--- src/rtl/uart_pkg.sv ---
// Shared UART transmit definitions: FSM states, parity encodings and frame constants.
package uart_pkg;

  typedef enum logic [2:0] {
    ST_IDLE,
    ST_START,
    ST_DATA,
    ST_PARITY,
    ST_STOP
  } state_t;

  localparam int PAR_NONE  = 0;
  localparam int PAR_EVEN  = 1;
  localparam int PAR_ODD   = 2;
  localparam int DATA_BITS = 8;

  // Even parity is the XOR of the data bits; odd parity is its inverse.
  function automatic logic parity_bit(input logic [DATA_BITS-1:0] data, input int mode);
    return (^data) ^ (mode == PAR_ODD);
  endfunction

endpackage

--- src/rtl/baud_gen.sv ---
// Bit-period timer: down-counter reloaded on restart or expiry, one-cycle bit_tick at zero.
module baud_gen #(
  parameter int CLKS_PER_BIT = 434
) (
  input  logic clk,
  input  logic rst,
  input  logic restart,
  output logic bit_tick
);

  localparam logic [15:0] RELOAD = 16'(CLKS_PER_BIT - 1);

  logic [15:0] count;

  always_ff @(posedge clk) begin
    if (rst) begin
      count <= 16'd0;
    end else if (restart || count == 16'd0) begin
      count <= RELOAD;
    end else begin
      count <= count - 16'd1;
    end
  end

  // While held in restart the timer is not running, so no tick is reported.
  assign bit_tick = !restart && (count == 16'd0);

endmodule

--- src/rtl/uart_tx_fifo_reader.sv ---
// UART transmitter that pops bytes straight from a FIFO and serialises start/data/parity/stop.
module uart_tx_fifo_reader
  import uart_pkg::*;
#(
  parameter int CLKS_PER_BIT = 434,
  parameter int PARITY       = 0
) (
  input  logic       sys_clk,
  input  logic       rst,
  input  logic       tx_enable,
  input  logic       fifo_empty,
  input  logic [7:0] fifo_data,
  output logic       fifo_rd_en,
  output logic       tx,
  output logic       busy,
  output logic       frame_done,
  output state_t     state
);

  state_t         state_q, state_d;
  logic [7:0]     shreg_q, shreg_d;
  logic [2:0]     idx_q, idx_d;
  logic           par_q, par_d;
  logic           tx_q, tx_d;
  logic           rd_en_q, rd_en_d;
  logic           done_q, done_d;
  logic           bit_tick;

  // The timer is held in restart while idle so the start edge begins a full bit period.
  baud_gen #(
    .CLKS_PER_BIT(CLKS_PER_BIT)
  ) u_baud_gen (
    .clk     (sys_clk),
    .rst     (rst),
    .restart (state_q == ST_IDLE),
    .bit_tick(bit_tick)
  );

  always_ff @(posedge sys_clk) begin
    if (rst) begin
      state_q <= ST_IDLE;
      shreg_q <= 8'h00;
      idx_q   <= 3'd0;
      par_q   <= 1'b0;
      tx_q    <= 1'b1;
      rd_en_q <= 1'b0;
      done_q  <= 1'b0;
    end else begin
      state_q <= state_d;
      shreg_q <= shreg_d;
      idx_q   <= idx_d;
      par_q   <= par_d;
      tx_q    <= tx_d;
      rd_en_q <= rd_en_d;
      done_q  <= done_d;
    end
  end

  always_comb begin
    state_d = state_q;
    shreg_d = shreg_q;
    idx_d   = idx_q;
    par_d   = par_q;
    tx_d    = tx_q;
    rd_en_d = 1'b0;
    done_d  = 1'b0;
    case (state_q)
      ST_IDLE: begin
        tx_d = 1'b1;
        if (tx_enable && !fifo_empty) begin
          shreg_d = fifo_data;
          par_d   = parity_bit(fifo_data, PARITY);
          rd_en_d = 1'b1;
          tx_d    = 1'b0;
          state_d = ST_START;
        end
      end
      ST_START: begin
        if (bit_tick) begin
          idx_d   = 3'd0;
          tx_d    = shreg_q[0];
          state_d = ST_DATA;
        end
      end
      ST_DATA: begin
        // The line already carries shreg_q[0]; shifting exposes the next bit at [1].
        if (bit_tick) begin
          if (idx_q == 3'(DATA_BITS - 1)) begin
            if (PARITY != PAR_NONE) begin
              tx_d    = par_q;
              state_d = ST_PARITY;
            end else begin
              tx_d    = 1'b1;
              state_d = ST_STOP;
            end
          end else begin
            idx_d   = idx_q + 3'd1;
            shreg_d = shreg_q >> 1;
            tx_d    = shreg_q[1];
          end
        end
      end
      ST_PARITY: begin
        if (bit_tick) begin
          tx_d    = 1'b1;
          state_d = ST_STOP;
        end
      end
      ST_STOP: begin
        if (bit_tick) begin
          tx_d    = 1'b1;
          done_d  = 1'b1;
          state_d = ST_IDLE;
        end
      end
      default: begin
        tx_d    = 1'b1;
        state_d = ST_IDLE;
      end
    endcase
  end

  assign tx         = tx_q;
  assign fifo_rd_en = rd_en_q;
  assign frame_done = done_q;
  assign busy       = (state_q != ST_IDLE);
  assign state      = state_q;

endmodule

--- config.mk ---
export PLATFORM = sky130hd
export DESIGN_NAME = uart_tx_fifo_reader
export DESIGN_NICKNAME = d
export VERILOG_FILES = /design/src/rtl/uart_pkg.sv /design/src/rtl/baud_gen.sv /design/src/rtl/uart_tx_fifo_reader.sv
export SDC_FILE = /design/constraint.sdc
export NUM_CORES = 1
export LEC_CHECK = 0
export ABC_AREA = 1
export CAP_MARGIN = 0
export CORE_MARGIN = 5
export CORE_UTILIZATION = 59
export CTS_CLUSTER_DIAMETER = 100
export DETAILED_ROUTE_END_ITERATION = 7
export GPL_TIMING_DRIVEN = 0
export PLACE_DENSITY = 0.83
export SETUP_SLACK_MARGIN = 0.02
export SYNTH_ARGS = -nofsm -noshare
export SYNTH_HDL_FRONTEND = slang
export SYNTH_SLANG_ARGS = --single-unit
--- constraint.sdc ---
create_clock -name sys_clk -period 3.3 [get_ports sys_clk]
set_input_delay 0.66 -clock sys_clk [delete_from_list [all_inputs] [get_ports sys_clk]]
set_output_delay 0.66 -clock sys_clk [all_outputs]
set_load 0.01 [all_outputs]
# Word level (Yosys, flattened, before mapping)

Index checks and enable logic that the tools add are counted.

Logic and storage cells: 66
Flip-flop bits (word level): 33

Bitwise gates (word level): 2
Add/sub/neg operators: 2
Equality and inequality tests: 13
Reduce and logical (&&, ||, !) cells: 18
Multiplexer cells: 23

Operators by type and width:

| cell                  | count |
|---|---|
| $mux 3                | 8 |
| $mux 8                | 3 |
| $logic_not 16->1      | 1 |
| $pmux 8 s2            | 1 |
| $sub 16x1->16 const B | 1 |
| $pmux 3 s5            | 1 |
| $ne 2x2->1 const B    | 7 |
| $mux 9                | 1 |
| $reduce_and 4->1      | 2 |
| $reduce_or 2->1       | 4 |
| $mux 1                | 7 |
| $eq 3x2->1 const B    | 2 |
| $eq 3x3->1 const B    | 2 |
| $pmux 3 s2            | 1 |
| $reduce_and 6->1      | 1 |
| $pmux 1 s4            | 1 |
| $reduce_bool 2->1     | 2 |
| $add 3x1->3 const B   | 1 |
| $eq 3x1->1 const B    | 1 |
| $logic_not 3->1       | 1 |
| $reduce_and 3->1      | 1 |
| $reduce_bool 3->1     | 1 |
| $logic_and 1x1->1     | 2 |
| $logic_not 1->1       | 2 |
| other kinds (3)       | 4 |

# Depth between registers and ports, before layout

Depth in word-level cells: 5
Gate-level depth with buffers: 11
Mapped depth without buffers: 10

# Hierarchy

A second synthesis with hierarchy kept.

Cell total of the unflattened synthesis: 273
Area, all modules: 1898.1 um^2

Modules (own cells, without submodules):

| module              | instances | cells an instance | area an instance (um^2) |
|---|---|---|---|
| baud_gen            | 1         | 136               | 962.2 |
| uart_tx_fifo_reader | 1         | 137               | 935.9 |

# Worst setup path before layout

Ideal clock, no wire load.

Path type: input -> register
Start: input port tx_enable
End: register state_q[1] (netlist: state[1])
Buffers on the path: 1
Data required time: 3190 ps
Setup time: 110 ps
Cell stages on the path: 8
Slack: 1873 ps
Data arrival time: 1317 ps
Cell sequence: inv_1 > nor2_1 > nor2_1 > a21oi_4 > buf_6 > nand4_1 > nand2_1 > nor2_1

Cells in the longest elaborated chain, start to end: 3

RTL lines:

| element                    | RTL line                  | RTL |
|---|---|---|
| from (decl)                | uart_tx_fifo_reader.sv:10 | `input logic tx_enable,` |
| $logic_and 1x1->1          | uart_tx_fifo_reader.sv:70 | `if (tx_enable && !fifo_empty) begin` |
| $ne 2x2->1 (no line)       | n/a                       |  |
| $reduce_and 6->1 (no line) | n/a                       |  |
| to (signal assigned)       | uart_tx_fifo_reader.sv:49 | `state_q <= state_d;` |
| to (decl)                  | uart_tx_fifo_reader.sv:20 | `state_t state_q, state_d;` |

No other way between the ends.
A chain may end at the register's enable or synchronous reset.

# Final worst setup path

Start: register state_q[1] (netlist: state[1])
End: output port busy

Cells in the longest elaborated chain, start to end: 1

RTL lines:

| element           | RTL line                   | RTL |
|---|---|---|
| $reduce_bool 3->1 | uart_tx_fifo_reader.sv:126 | `assign busy = (state_q != ST_IDLE);` |
| to (decl)         | uart_tx_fifo_reader.sv:15  | `output logic busy,` |

No other way between the ends.

==> key figures <==
Cells and area
  – Fillers: 252
  – Flip-flop and latch area: 660.6 um^2
  – Share of cells above drive strength 1: 14.83%
  – Diode count: 0
  – Area taken by multi-input logic gates: 914.6 um^2
  – Final net count: 278
  – P&R area growth vs syn: 17.07%
  – Post-Layout Cell Count: 294
  – Design Area, Final: 0.002017 mm^2

Synth
  – Ys Warns: 0
  – Async S/R FF share, synth: 0%
  – Mux cell area share after synthesis: 0%
  – Most frequent cells after synthesis: nand2_1, dfxtp_1, a21oi_1, nor2_1, inv_1
  – Compound-Gate Fraction of Synth Area: 12.42%
  – Largest family of logic cells by synthesized area: simple AND/OR/NAND/NOR gates
  – Synth Area in XOR/XNOR: 0.5084%
  – Cell with the most instances after synthesis: nand2_1
  – Area contributors post-synth: dfxtp_1, nand2_1, a21oi_1
  – Number of synthesized flops with an enable pin: 0
  – Simple-Gate Fraction of Synth Area: 37.25%
  – Post-synth top flop: dfxtp_1
  – Post-Synthesis Cells: 238
  – Largest area contributor in the netlist: dfxtp_1
  – Yosys cell types: 32
  – Netlist Area Pre-Place: 0.001723 mm^2
  – Sequential fraction of the synthesis area: 38.34%
  – Synth Net Count: 254
  – #FFs+latches synth: 33
  – Adder-cell share of the synthesized area: 2.905%
  – Syn avg cell area: 7.239 um^2
  – Synth top area share: 38.34%

STA
  – Final Setup Violations: 0
  – Slew Viols, Final: 0
  – Fin crit share: 69.17%
  – Hold Fails Final Rpt: 0
  – RSZ-0062 raised after global routing: false
  – Highest Clock Rate: 438.1 MHz
  – TNS Setup: 0 ns
  – Hold slack final: 0.4682 ns
  – Worst Skew: 0.01508 ns
  – Final min period: 2.283 ns
  – Worst-Margin Slew: 0.4184 ns
  – Slew margin rel.: 72.10%

Clock tree
  – Cts hold-fix bufs: 0
  – Clock transition at path regs: 0.11 ns
  – Buffer count from post-CTS setup fixing: 0
  – CTS Buf Count: 5
  – Clock tree root driver cell: clkbuf_4
  – Post-CTS sizing: 0
  – Worst-Skew Late Latency: 0.35 ns
  – H-tree Lvls: 2
  – Max clock buf depth: 2
  – CTS Sinks: 33
  – CTS tree: built

Global route
  – Vias in the first global route: 1,553
  – Initial antenna violation count: 0
  – Grt total ovfl: 0
  – Largest net degree at the start of global routing: 11
  – GRT Total Usage: 19.67%
  – Global-route wire length before repair: 6513 um

Power and ir drop
  – Pwr dens: 820.9 mW/mm^2
  – Static Leak: 0.0008590 uW
  – Max IR drop VDD: 698.5 uV

Setup path
  – CP Max Fanout: 6
  – CP Capture Type: output port
  – R2r setup slk: 1.68 ns
  – Worst reg2reg startpoint: u_baud_gen.count[0]$_SDFF_PP0_
  – Class of the most critical setup path: flop to output port
  – Reg2Reg Depth: 10
  – Critical path, cell by cell: nor2_2, nand2_2, clkdlybuf4s50_1
  – FF-to-FF End: u_baud_gen.count[12]$_SDFF_PP0_
  – CP arrival: 1.62 ns
  – Critical Path Start: state[1]$_SDFFE_PP0P_
  – Crit path to: busy
  – Critical Path Start Type: flop
  – WP data required: 2.64 ns
  – Worst path slowest cell: clkdlybuf4s50_1
  – Max incr delay on CP: 0.55 ns

Floorplanning
  – Die footprint: 0.004101 mm^2
  – Die height: 64.04 um
  – Initial Util: 61.94%
  – # rows: 19
  – Num ports: 19
  – Core Footprint: 0.002781 mm^2
  – Chip width: 64.04 um

Place
  – IO Port Bufs: 17
  – Placed cell areas: 0.001932 mm^2
  – Placed Cells: 286
  – Routability Congestion: 0.7743
  – Hpwl dp: 2617 um

Run
  – Maxcap violations: 0

Hold path
  – Worst Hold Path Cells: 2
  – HP Class: flop to flop

Status
  – Outcome: finished, final reports clean

Routing
  – Wire per inst: 12.21 um
  – WL final: 3591 um
  – Routed vias: 1,583
  – # DRC: 0
  – Vias/cell: 5.384
  – Starting DRT DRC Count: 121
  – Drt pass-1 iters: 4
  – Antenna Nets Post-Route: 0
## power by group
group / switching [uW] / internal, uW / total (uW)
Sequential: 80.7 / 495 / 575
Combinational: 470 / 283 / 753
Clock: 146 / 181 / 327
## worst min path at each step
| stage | to | start |
|---|---|---|
| 2_1_floorplan | shreg_q[0]$_SDFFE_PP0P_ | shreg_q[0]$_SDFFE_PP0P_ |
| 3_3_place_gp | shreg_q[3]$_SDFFE_PP0P_ | shreg_q[3]$_SDFFE_PP0P_ |
| 3_5_place_dp | shreg_q[5]$_SDFFE_PP0P_ | shreg_q[5]$_SDFFE_PP0P_ |
| 4_1_cts | shreg_q[5]$_SDFFE_PP0P_ | shreg_q[5]$_SDFFE_PP0P_ |
| 5_1_grt | shreg_q[2]$_SDFFE_PP0P_ | rst |
| 6_report | shreg_q[7]$_SDFFE_PP0P_ | shreg_q[7]$_SDFFE_PP0P_ |
## worst max-delay path: cells and delay by family, from the launching register on
family	cells	cell delay, ns
buf+inv	1	0.55
simple gates	2	0.24
flops	1	0.48
## layout by cell type (no fill, tap or decap), drive strengths merged
cell type      netlist  final
o21ai               11     11
nand3b               1      1
bufinv               0      1
dfxtp               33     33
dlygate4sd1          1      1
inv                 26     26
nor3b                3      3
clkbuf               0      7
o211a                1      1
nand3               16     16
a31oi                1      1
ha                   4      4
or2                  1      1
xor2                 1      1
o31ai                1      1
nor2                31     31
nand4                5      5
nand2               70     70
nor3                 3      3
buf                  4      4
a21oi               24     24
or3                  1      1
clkdlybuf4s50        0     17
## metal layers
layer / global-route usage, % / wire length [um] / vias to the layer above
li1: - / - / 815
met1: 23.04 / 1705 / 714
met2: 32.54 / 1597 / 44
met3: 5.429 / 187 / 10
met4: 10.13 / 100 / 0
met5: 0 / 0 / -
## final cells by class
type	count	area share, %
Clock inverter	1	1.489
Timing Repair Buffer	17	8.437
Tap cell	31	1.923
Buffer	5	2.357
Multi-Input combinational cell	174	45.35
Inverter	26	4.963
Sequential cell	33	32.75
Clock buffer	7	2.730
## through the flow
step,setup slack [ns],utilization [%],total power (uW)
2_1_floorplan,1.873,-,1142
3_3_place_gp,1.305,69.46,1310
3_5_place_dp,1.295,69.46,1329
4_1_cts,1.017,72.51,1653
5_1_grt,0.9319,72.51,1788
6_report,1.017,72.51,1656
## flip-flops by register name (all words and copies together), names as in the netlist
signal,count
u_baud_gen.count,16
shreg_q,8
idx_q,3
state,3
fifo_rd_en,1
frame_done,1
tx,1
## logic make-up (layout without fill, tap and decap cells)
family          Yosys count  count (layout)
xor+xnor                  1               1
fa+ha+maj                 4               4
compound gates           38              38
flops                    33              33
buf+inv                  31              56
simple gates            131             131
No activity file was read; power rests on OpenSTA's default activity.
